===== config.mk =====
export PLATFORM = sky130hd
export DESIGN_NAME = host_cmd_framer_flat
export DESIGN_NICKNAME = d
export VERILOG_FILES = /design/src/rtl/host_cmd_framer_pkg.sv /design/src/rtl/host_cmd_framer_if.sv /design/src/rtl/host_cmd_framer_timeout_counter.sv /design/src/rtl/host_cmd_framer.sv /design/src/flat_wrapper.sv
export SDC_FILE = /design/constraint.sdc
export NUM_CORES = 1
export LEC_CHECK = 0
export ABC_AREA = 1
export BUFFER_PORTS_ARGS = -buffer_cell sky130_fd_sc_hd__buf_2
export CORE_MARGIN = 3
export CORE_UTILIZATION = 45
export DETAILED_ROUTE_END_ITERATION = 10
export GPL_TIMING_DRIVEN = 0
export SYNTH_ARGS = -nofsm -noshare
export SYNTH_HDL_FRONTEND = slang
export SYNTH_SLANG_ARGS = --single-unit

===== constraint.sdc =====
create_clock -name clk -period 1.94 [get_ports clk]
set_input_delay 0.097 -clock clk [delete_from_list [all_inputs] [get_ports clk]]
set_output_delay 0.097 -clock clk [all_outputs]
set_load 0.02 [all_outputs]

===== src/rtl/host_cmd_framer_pkg.sv =====
// host_cmd_framer_pkg
// Shared constants for the host command framer: FSM state encodings,
// response status bytes, NAK error codes, the NAK decision record and a
// small helper used to size the shared timeout counters.
package host_cmd_framer_pkg;

    // FSM state encodings (plain constants so legacy code can compare them).
    localparam logic [3:0] ST_HUNT  = 4'd0;
    localparam logic [3:0] ST_CMD   = 4'd1;
    localparam logic [3:0] ST_ADDR  = 4'd2;
    localparam logic [3:0] ST_DATA  = 4'd3;
    localparam logic [3:0] ST_CHK   = 4'd4;
    localparam logic [3:0] ST_EXEC  = 4'd5;
    localparam logic [3:0] ST_WAIT  = 4'd6;
    localparam logic [3:0] ST_RESP0 = 4'd7;
    localparam logic [3:0] ST_RESP1 = 4'd8;

    // Frame marker and response status bytes.
    localparam logic [7:0] SYNC_DEFAULT = 8'hA5;
    localparam logic [7:0] ACK_BYTE     = 8'h5A;
    localparam logic [7:0] NAK_BYTE     = 8'hE1;

    // NAK payload codes.
    localparam logic [7:0] ERR_CHECKSUM     = 8'h01;
    localparam logic [7:0] ERR_BYTE_TIMEOUT = 8'h02;
    localparam logic [7:0] ERR_EXEC_TIMEOUT = 8'h03;

    // Result of the per-cycle NAK decision.
    typedef struct packed {
        logic       take;
        logic [7:0] code;
    } nak_t;

    function automatic int max_int(input int a, input int b);
        return (a > b) ? a : b;
    endfunction

endpackage


===== src/rtl/host_cmd_framer_if.sv =====
// host_cmd_framer_if
// Bundles the framer's byte streams and handler handshake.
//   rx_data/rx_valid        : byte stream from the UART receiver (no backpressure)
//   tx_data/tx_valid/tx_ready : response stream to the UART transmitter
//   hdl_cmd/addr/data/exec  : command issue to the SPI command handler
//   hdl_busy/hdl_rdata      : handler status and result
//   frame_err               : one-cycle pulse on any NAK decision
// modport master = framer side, modport slave = environment side.
interface host_cmd_framer_if #(parameter int W = 8) ();
    logic [W-1:0] rx_data;
    logic         rx_valid;
    logic [W-1:0] tx_data;
    logic         tx_valid;
    logic         tx_ready;
    logic [W-1:0] hdl_cmd;
    logic [W-2:0] hdl_addr;
    logic [W-1:0] hdl_data;
    logic         hdl_exec;
    logic         hdl_busy;
    logic [W-1:0] hdl_rdata;
    logic         frame_err;

    modport master (
        input  rx_data, rx_valid, tx_ready, hdl_busy, hdl_rdata,
        output tx_data, tx_valid, hdl_cmd, hdl_addr, hdl_data, hdl_exec, frame_err
    );

    modport slave (
        output rx_data, rx_valid, tx_ready, hdl_busy, hdl_rdata,
        input  tx_data, tx_valid, hdl_cmd, hdl_addr, hdl_data, hdl_exec, frame_err
    );
endinterface


===== src/rtl/host_cmd_framer_timeout_counter.sv =====
// host_cmd_framer_timeout_counter
// Saturating idle-cycle counter. Counts cycles with en high, restarts on clr.
// expired is high in the enabled cycle that would be the limit-th counted
// cycle, so the owner can act in that same cycle.
//   clk, rst : clock, synchronous active-high reset
//   clr      : restart count at zero (wins over en)
//   en       : count this cycle
//   limit    : number of counted cycles that constitutes a timeout (>= 1)
//   expired  : timeout reached this cycle
module host_cmd_framer_timeout_counter #(
    parameter int W = 8
) (
    input  logic         clk,
    input  logic         rst,
    input  logic         clr,
    input  logic         en,
    input  logic [W-1:0] limit,
    output logic         expired
);

    logic [W-1:0] cnt;

    // NOTE: sequential state uses non-blocking assignments so every flop
    // samples pre-edge values regardless of block ordering.
    always_ff @(posedge clk) begin
        if (rst || clr) begin
            cnt <= '0;
        end else if (en && (cnt < limit)) begin
            cnt <= cnt + W'(1);
        end
    end

    assign expired = en && (cnt >= (limit - W'(1)));

endmodule


===== src/rtl/host_cmd_framer.sv =====
// host_cmd_framer
// Assembles SYNC/CMD/ADDR/DATA/CHK frames from the host UART byte stream,
// issues valid frames to the SPI command handler as a one-cycle exec, waits
// for the handler, and returns a 2-byte ACK (status, rdata) or NAK
// (status, error code) on the transmit stream.
//   clk, rst : single clock, synchronous active-high reset
//   bus      : host_cmd_framer_if.master (rx/tx streams, handler handshake,
//              frame_err pulse)
module host_cmd_framer
    import host_cmd_framer_pkg::*;
#(
    parameter int                      PACKAGE_SIZE = 8,
    parameter logic [PACKAGE_SIZE-1:0] SYNC_BYTE    = PACKAGE_SIZE'(SYNC_DEFAULT),
    parameter int                      BYTE_TIMEOUT = 100000,
    parameter int                      EXEC_TIMEOUT = 1000000
) (
    input  logic             clk,
    input  logic             rst,
    host_cmd_framer_if.master bus
);

    localparam int W     = PACKAGE_SIZE;
    localparam int CNT_W = $clog2(max_int(BYTE_TIMEOUT, EXEC_TIMEOUT) + 1);
    localparam logic [CNT_W-1:0] BYTE_LIMIT = CNT_W'(BYTE_TIMEOUT);
    localparam logic [CNT_W-1:0] EXEC_LIMIT = CNT_W'(EXEC_TIMEOUT);

    logic [3:0]   state;
    logic         addr_msb;    // ADDR bit dropped from hdl_addr, still part of CHK
    logic [W-1:0] payload;     // second response byte (rdata or error code)
    logic         wait_first;  // first WAIT cycle: handler may not have raised busy yet

    logic         in_frame;
    logic         wait_done;
    logic [W-1:0] chk_exp;
    logic         byte_exp;
    logic         exec_exp;
    nak_t         nak;

    assign in_frame  = state inside {ST_CMD, ST_ADDR, ST_DATA, ST_CHK};
    assign wait_done = (state == ST_WAIT) && !wait_first && !bus.hdl_busy;
    assign chk_exp   = bus.hdl_cmd ^ {addr_msb, bus.hdl_addr} ^ bus.hdl_data;

    // A byte arriving in the expiry cycle disables counting, so it wins.
    host_cmd_framer_timeout_counter #(.W(CNT_W)) u_byte_to (
        .clk     (clk),
        .rst     (rst),
        .clr     (bus.rx_valid || !in_frame),
        .en      (in_frame && !bus.rx_valid),
        .limit   (BYTE_LIMIT),
        .expired (byte_exp)
    );

    host_cmd_framer_timeout_counter #(.W(CNT_W)) u_exec_to (
        .clk     (clk),
        .rst     (rst),
        .clr     (state != ST_WAIT),
        .en      ((state == ST_WAIT) && bus.hdl_busy),
        .limit   (EXEC_LIMIT),
        .expired (exec_exp)
    );

    // NOTE: every combinational output gets a default first so no path
    // leaves it unassigned and infers a latch.
    always_comb begin
        nak = '0;
        if ((state == ST_CHK) && bus.rx_valid && (bus.rx_data != chk_exp)) begin
            nak = '{take: 1'b1, code: ERR_CHECKSUM};
        end else if (in_frame && byte_exp) begin
            nak = '{take: 1'b1, code: ERR_BYTE_TIMEOUT};
        end else if ((state == ST_WAIT) && !wait_done && exec_exp) begin
            nak = '{take: 1'b1, code: ERR_EXEC_TIMEOUT};
        end
    end

    // Flags the error in the decision cycle itself; suppressed under reset.
    assign bus.frame_err = nak.take && !rst;

    always_ff @(posedge clk) begin
        if (rst) begin
            state        <= ST_HUNT;
            addr_msb     <= 1'b0;
            payload      <= '0;
            wait_first   <= 1'b0;
            bus.tx_data  <= '0;
            bus.tx_valid <= 1'b0;
            bus.hdl_cmd  <= '0;
            bus.hdl_addr <= '0;
            bus.hdl_data <= '0;
            bus.hdl_exec <= 1'b0;
        end else begin
            bus.hdl_exec <= 1'b0;
            if (nak.take) begin
                payload      <= W'(nak.code);
                bus.tx_data  <= W'(NAK_BYTE);
                bus.tx_valid <= 1'b1;
                state        <= ST_RESP0;
            end else begin
                case (state)
                    ST_HUNT: begin
                        if (bus.rx_valid && (bus.rx_data == SYNC_BYTE)) state <= ST_CMD;
                    end
                    ST_CMD: begin
                        if (bus.rx_valid) begin
                            bus.hdl_cmd <= bus.rx_data;
                            state       <= ST_ADDR;
                        end
                    end
                    ST_ADDR: begin
                        if (bus.rx_valid) begin
                            bus.hdl_addr <= bus.rx_data[W-2:0];
                            addr_msb     <= bus.rx_data[W-1];
                            state        <= ST_DATA;
                        end
                    end
                    ST_DATA: begin
                        if (bus.rx_valid) begin
                            bus.hdl_data <= bus.rx_data;
                            state        <= ST_CHK;
                        end
                    end
                    ST_CHK: begin
                        // A mismatch was already taken as a NAK above.
                        if (bus.rx_valid) begin
                            bus.hdl_exec <= 1'b1;
                            state        <= ST_EXEC;
                        end
                    end
                    ST_EXEC: begin
                        wait_first <= 1'b1;
                        state      <= ST_WAIT;
                    end
                    ST_WAIT: begin
                        wait_first <= 1'b0;
                        if (wait_done) begin
                            payload      <= bus.hdl_rdata;
                            bus.tx_data  <= W'(ACK_BYTE);
                            bus.tx_valid <= 1'b1;
                            state        <= ST_RESP0;
                        end
                    end
                    ST_RESP0: begin
                        if (bus.tx_ready) begin
                            bus.tx_data <= payload;
                            state       <= ST_RESP1;
                        end
                    end
                    ST_RESP1: begin
                        if (bus.tx_ready) begin
                            bus.tx_valid <= 1'b0;
                            state        <= ST_HUNT;
                        end
                    end
                    default: state <= ST_HUNT;
                endcase
            end
        end
    end

endmodule


===== src/flat_wrapper.sv =====
// flat-port wrapper written by rule: the top's interface ports become plain ports
module host_cmd_framer_flat import host_cmd_framer_pkg::*;
#(
    parameter int                      PACKAGE_SIZE = 8,
    parameter logic [PACKAGE_SIZE-1:0] SYNC_BYTE    = PACKAGE_SIZE'(SYNC_DEFAULT),
    parameter int                      BYTE_TIMEOUT = 100000,
    parameter int                      EXEC_TIMEOUT = 1000000
)
  (clk, rst, bus_rx_data, bus_rx_valid, bus_tx_ready, bus_hdl_busy, bus_hdl_rdata, bus_tx_data, bus_tx_valid, bus_hdl_cmd, bus_hdl_addr, bus_hdl_data, bus_hdl_exec, bus_frame_err);
  host_cmd_framer_if #(.W(8)) bus_i ();
  input  logic clk;
  input  logic rst;
  input wire logic [$bits(bus_i.rx_data)-1:0] bus_rx_data;
  input wire logic [$bits(bus_i.rx_valid)-1:0] bus_rx_valid;
  input wire logic [$bits(bus_i.tx_ready)-1:0] bus_tx_ready;
  input wire logic [$bits(bus_i.hdl_busy)-1:0] bus_hdl_busy;
  input wire logic [$bits(bus_i.hdl_rdata)-1:0] bus_hdl_rdata;
  output wire logic [$bits(bus_i.tx_data)-1:0] bus_tx_data;
  output wire logic [$bits(bus_i.tx_valid)-1:0] bus_tx_valid;
  output wire logic [$bits(bus_i.hdl_cmd)-1:0] bus_hdl_cmd;
  output wire logic [$bits(bus_i.hdl_addr)-1:0] bus_hdl_addr;
  output wire logic [$bits(bus_i.hdl_data)-1:0] bus_hdl_data;
  output wire logic [$bits(bus_i.hdl_exec)-1:0] bus_hdl_exec;
  output wire logic [$bits(bus_i.frame_err)-1:0] bus_frame_err;
  assign bus_i.rx_data = bus_rx_data;
  assign bus_i.rx_valid = bus_rx_valid;
  assign bus_i.tx_ready = bus_tx_ready;
  assign bus_i.hdl_busy = bus_hdl_busy;
  assign bus_i.hdl_rdata = bus_hdl_rdata;
  assign bus_tx_data = bus_i.tx_data;
  assign bus_tx_valid = bus_i.tx_valid;
  assign bus_hdl_cmd = bus_i.hdl_cmd;
  assign bus_hdl_addr = bus_i.hdl_addr;
  assign bus_hdl_data = bus_i.hdl_data;
  assign bus_hdl_exec = bus_i.hdl_exec;
  assign bus_frame_err = bus_i.frame_err;
  host_cmd_framer #(.PACKAGE_SIZE(PACKAGE_SIZE), .SYNC_BYTE(SYNC_BYTE), .BYTE_TIMEOUT(BYTE_TIMEOUT), .EXEC_TIMEOUT(EXEC_TIMEOUT)) u_core (.clk(clk), .rst(rst), .bus(bus_i));
endmodule

==> insert_results.sql <==
INSERT INTO impl_metrics (metric_group, metric, value, unit) VALUES
('routing', 'drc', '0', ''),
('routing', 'num_vias', '4676', ''),
('worst_setup_path', 'cp_max_fanout', '8', ''),
('grt', 'grt_max_degree', '15', ''),
('worst_setup_path', 'r2r-end', 'u_core.u_exec_to.cnt[11]', ''),
('timing', 'timing.final.hold_violations', '0', ''),
('status', 'status', 'finished with violations', ''),
('logic_synthesis', 'ys_warn_count', '0', ''),
('logic_synthesis', 'yosys.area.top_type_share', '36.6', '%'),
('power', 'proportion_of_power_drawn_by_flip_flops_and_latches', '39.8', '%'),
('grt', 'first_global_vias', '4326', ''),
('placed_design', 'dp_cell_count', '921', ''),
('timing', 'rsz_0062_raised_after_global_routing', 'yes', ''),
('power', 'power.share.switching', '33.3', '%'),
('placed_design', 'detailed_place.area', '5180', 'µm²'),
('timing', 'finalClockSkew', '0.00926', 'ns'),
('placed_design', 'dp.final_hpwl', '8320', 'µm'),
('clock_tree', 'htreeDepth', '3', ''),
('power', 'clock_power_share', '31.8', '%'),
('worst_setup_path', 'crit_path_start_kind', 'register', ''),
('clock_tree', 'tritoncts', 'built', ''),
('clock_tree', 'clk_latency', '0.37', 'ns'),
('worst_hold_path', 'holdCritStartpoint', 'bus_rx_data[3]', ''),
('floorplan', 'fp.coreArea', '10000', 'µm²'),
('floorplan', 'chipWidth', '109', 'µm'),
('routing', 'detailedRoute.firstPassIterationCount', '5', ''),
('power', 'p_switching', '1750', 'µW'),
('timing', 'minimum_clock_period_after_layout', '1.97', 'ns'),
('power', 'power_report.internal_total', '3490', 'µW'),
('clock_tree', 'cts.sinks', '87', ''),
('layout', 'final_nets', '845', ''),
('worst_hold_path', 'end_point_of_the_most_critical_hold_path', 'u_core.bus.hdl_addr[3]', ''),
('logic_synthesis', 'yosys.cell_types.count', '40', ''),
('layout', 'n_antenna_cell', '0', ''),
('logic_synthesis', 'post_synth_inst_count', '737', ''),
('logic_synthesis', 'yosys.cell_count.top_type', 'sky130_fd_sc_hd__nand2_1', ''),
('clock_tree', 'cts_root_buf', 'sky130_fd_sc_hd__clkbuf_8', ''),
('timing', 'finalCritPeriodShare', '102', '%'),
('timing', 'fmaxAchievable', '508', 'MHz'),
('logic_synthesis', 'most_common_flop_cell_mapped_by_yosys', 'sky130_fd_sc_hd__dfxtp_1', ''),
('timing', 'timing.final.ws_setup', '-0.0303', 'ns'),
('logic_synthesis', 'synth_fp_nets', '760', ''),
('power', 'p_leak', '0.00263', 'µW'),
('routing', 'detail_route.vias_per_cell', '4.87', ''),
('logic_synthesis', 'synth.area.top_cells', 'sky130_fd_sc_hd__dfxtp_1 37%, sky130_fd_sc_hd__nand2_1 18%, sky130_fd_sc_hd__nor2_1 8.4%', ''),
('grt', 'grt_first_pass_wirelength', '19300', 'µm'),
('worst_setup_path', 'worst-r2r-cell-count', '12', ''),
('floorplan', 'core.rowCount', '36', ''),
('timing', 'max_slew_margin', '60.4', '%'),
('clock_tree', 'cts.reportedPaths.clkPinSlew', '0.09', 'ns'),
('timing', 'setup-violations-final', '1', ''),
('timing', 'worst-slew-pin-transition', '0.590', 'ns'),
('floorplan', 'initial_utilization', '47.4', '%'),
('status', 'failed_checks', 'setup timing', ''),
('logic_synthesis', 'ys_seq_elements', '87', ''),
('routing', 'post_drt_wl_per_cell', '12.1', 'µm'),
('layout', 'instances_no_fill', '960', ''),
('grt', 'grt_use_met1', '27.3', '%'),
('logic_synthesis', 'async_reset_ff_share', '0', '%'),
('worst_setup_path', 'crit_type', 'register to output port', ''),
('layout', 'ratio_of_cells_with_drive_above_1_in_the_final_layout', '22.2', '%'),
('grt', 'antenna_found_initial', '0', ''),
('clock_tree', 'clock_path_buffers', '2', ''),
('worst_setup_path', 'crit_required', '1.84', 'ns'),
('power', 'pwr_density_cell', '901', 'nW/µm²'),
('layout', 'flow.area_growth_from_synthesis', '22.1', '%'),
('worst_setup_path', 'r2r-start', 'u_core.state[3]', ''),
('logic_synthesis', 'synth-edff-count', '0', ''),
('power', 'pwr-share-comb', '28.4', '%'),
('worst_setup_path', 'worstPathArrival', '1.87', 'ns'),
('worst_hold_path', 'worst_hold_path_type', 'primary input to register', '');
per-stage QoR:
stage | util (%) | power, µW | setup TNS (ns) | hold WS [ns] | setup WS [ns]
2_1_floorplan | - | 3110 | 0 | 0.210 | 0.301
3_3_place_gp | 51.6 | 3450 | -0.0844 | 0.349 | -0.0168
3_5_place_dp | 51.6 | 3480 | -0.375 | 0.350 | -0.0559
4_1_cts | 56.0 | 5190 | -0.0720 | 0.0127 | -0.0720
5_1_grt | 57.8 | 5560 | -1.28 | 0.0325 | -0.170
6_report | 57.8 | 5240 | -0.0303 | 0.0232 | -0.0303
cell families (layout without fill, tap and decap cells):
group                    after synthesis  in the layout  synth area share, %
AND/OR/NAND/NOR                      424            424                 39.2
buffers and inverters                125            215                 10.9
flip-flops                            87             87                 36.6
AO/OA/AOI/OAI                         76             76                 8.52
XOR/XNOR                              23             23                 4.23
adder cells (fa/ha/maj)                2              2                0.526
timing repair:
| action | in CTS | in global routing |
|---|---|---|
| setup endpoints to repair | 12 | 53 |
| buffers inserted | 8 | 9 |
| cloned | 0 | 0 |
| pin swaps | 5 | 10 |
| hold buffers | 6 | 0 |
| endpoints found under the hold margin | 6 | 0 |
| gates resized for setup | 23 | 44 |
power groups by stage:
stage,Combinational [µW],Sequential (µW),Clock [µW]
2_1_floorplan,877,2230,0
3_3_place_gp,1340,2110,0
3_5_place_dp,1360,2120,0
4_1_cts,1400,2080,1700
5_1_grt,1670,2110,1780
6_report,1490,2080,1660
critical path: stages (launching register included):
cell and delay [ns]:
sky130_fd_sc_hd__dfxtp_1 0.35, sky130_fd_sc_hd__or2_1 0.25, sky130_fd_sc_hd__nand2_1 0.07, sky130_fd_sc_hd__nand2_1 0.06, sky130_fd_sc_hd__nand2_1 0.05, sky130_fd_sc_hd__nand2_1 0.04, sky130_fd_sc_hd__nor2_1 0.12, sky130_fd_sc_hd__nand2_2 0.09
sky130_fd_sc_hd__nand2_4 0.10, sky130_fd_sc_hd__nand2_4 0.08, sky130_fd_sc_hd__nand2_8 0.09, sky130_fd_sc_hd__inv_1 0.05, sky130_fd_sc_hd__buf_4 0.15
final cells by class:
type	count	area, µm²
clock buffers	10	128
multi-input cells	525	2620
repair buffers	74	453
inverters	110	423
clock inverters	6	133
fillers	986	4240
plain buffers	15	104
flip-flops and latches	87	1780
well taps	133	166
sequential cells by signal, summed over array words and instances (netlist names):
| register | cells |
|---|---|
| u_core.addr_msb | 1 |
| u_core.bus.hdl_addr | 7 |
| u_core.bus.hdl_cmd | 8 |
| u_core.bus.hdl_data | 8 |
| u_core.bus.hdl_exec | 1 |
| u_core.bus.tx_data | 8 |
| u_core.bus.tx_valid | 1 |
| u_core.payload | 8 |
| u_core.state | 4 |
| u_core.u_byte_to.cnt | 20 |
| u_core.u_exec_to.cnt | 20 |
| u_core.wait_first | 1 |
routing by layer:
layer / vias up / routed length, µm
met3: 14 / 398
met4: 0 / 175
met2: 82 / 5340
met1: 2119 / 5710
met5: - / 0
li1: 2461 / -
worst max path at each step:
stage,cells past startpoint,slack [ns],start,to
floorplan,14,0.30,u_core.bus.hdl_data[4],u_core.bus.hdl_cmd[1]
global placement,10,-0.02,u_core.state[0],u_core.u_byte_to.cnt[14]
detailed placement,10,-0.06,u_core.state[3],u_core.u_byte_to.cnt[8]
CTS,13,-0.07,u_core.u_exec_to.cnt[18],bus_frame_err
global route,12,-0.17,u_core.state[3],u_core.u_exec_to.cnt[11]
finish,12,-0.03,u_core.bus.hdl_addr[6],bus_frame_err
cells in the final DEF, fill, tap and decap left out, types with 3 or more instances in the layout:
master,Yosys,routed
sky130_fd_sc_hd__nand2_1,222,215
sky130_fd_sc_hd__nor2_1,107,100
sky130_fd_sc_hd__inv_1,95,94
sky130_fd_sc_hd__dfxtp_1,87,63
sky130_fd_sc_hd__buf_2,7,57
sky130_fd_sc_hd__a21oi_1,45,44
sky130_fd_sc_hd__nand3_1,32,29
sky130_fd_sc_hd__o21ai_0,22,21
sky130_fd_sc_hd__dfxtp_2,0,21
sky130_fd_sc_hd__nor3_1,16,16
sky130_fd_sc_hd__buf_4,0,16
sky130_fd_sc_hd__nand2_2,9,13
sky130_fd_sc_hd__xor2_1,13,13
sky130_fd_sc_hd__nand4_1,13,13
sky130_fd_sc_hd__inv_2,11,11
sky130_fd_sc_hd__xnor2_1,10,10
sky130_fd_sc_hd__clkbuf_8,0,9
sky130_fd_sc_hd__nor2_2,5,8
sky130_fd_sc_hd__buf_6,5,7
sky130_fd_sc_hd__nand3_2,3,6
sky130_fd_sc_hd__dlygate4sd3_1,0,6
sky130_fd_sc_hd__nor2_4,1,5
sky130_fd_sc_hd__bufinv_16,0,4
sky130_fd_sc_hd__nand2_4,1,3
sky130_fd_sc_hd__inv_4,1,3
sky130_fd_sc_hd__clkinv_2,1,3
sky130_fd_sc_hd__nand4_4,3,3
sky130_fd_sc_hd__clkbuf_1,2,3
sky130_fd_sc_hd__a22oi_1,3,3
sky130_fd_sc_hd__dfxtp_4,0,3
Power figures use the tool's default switching activity.
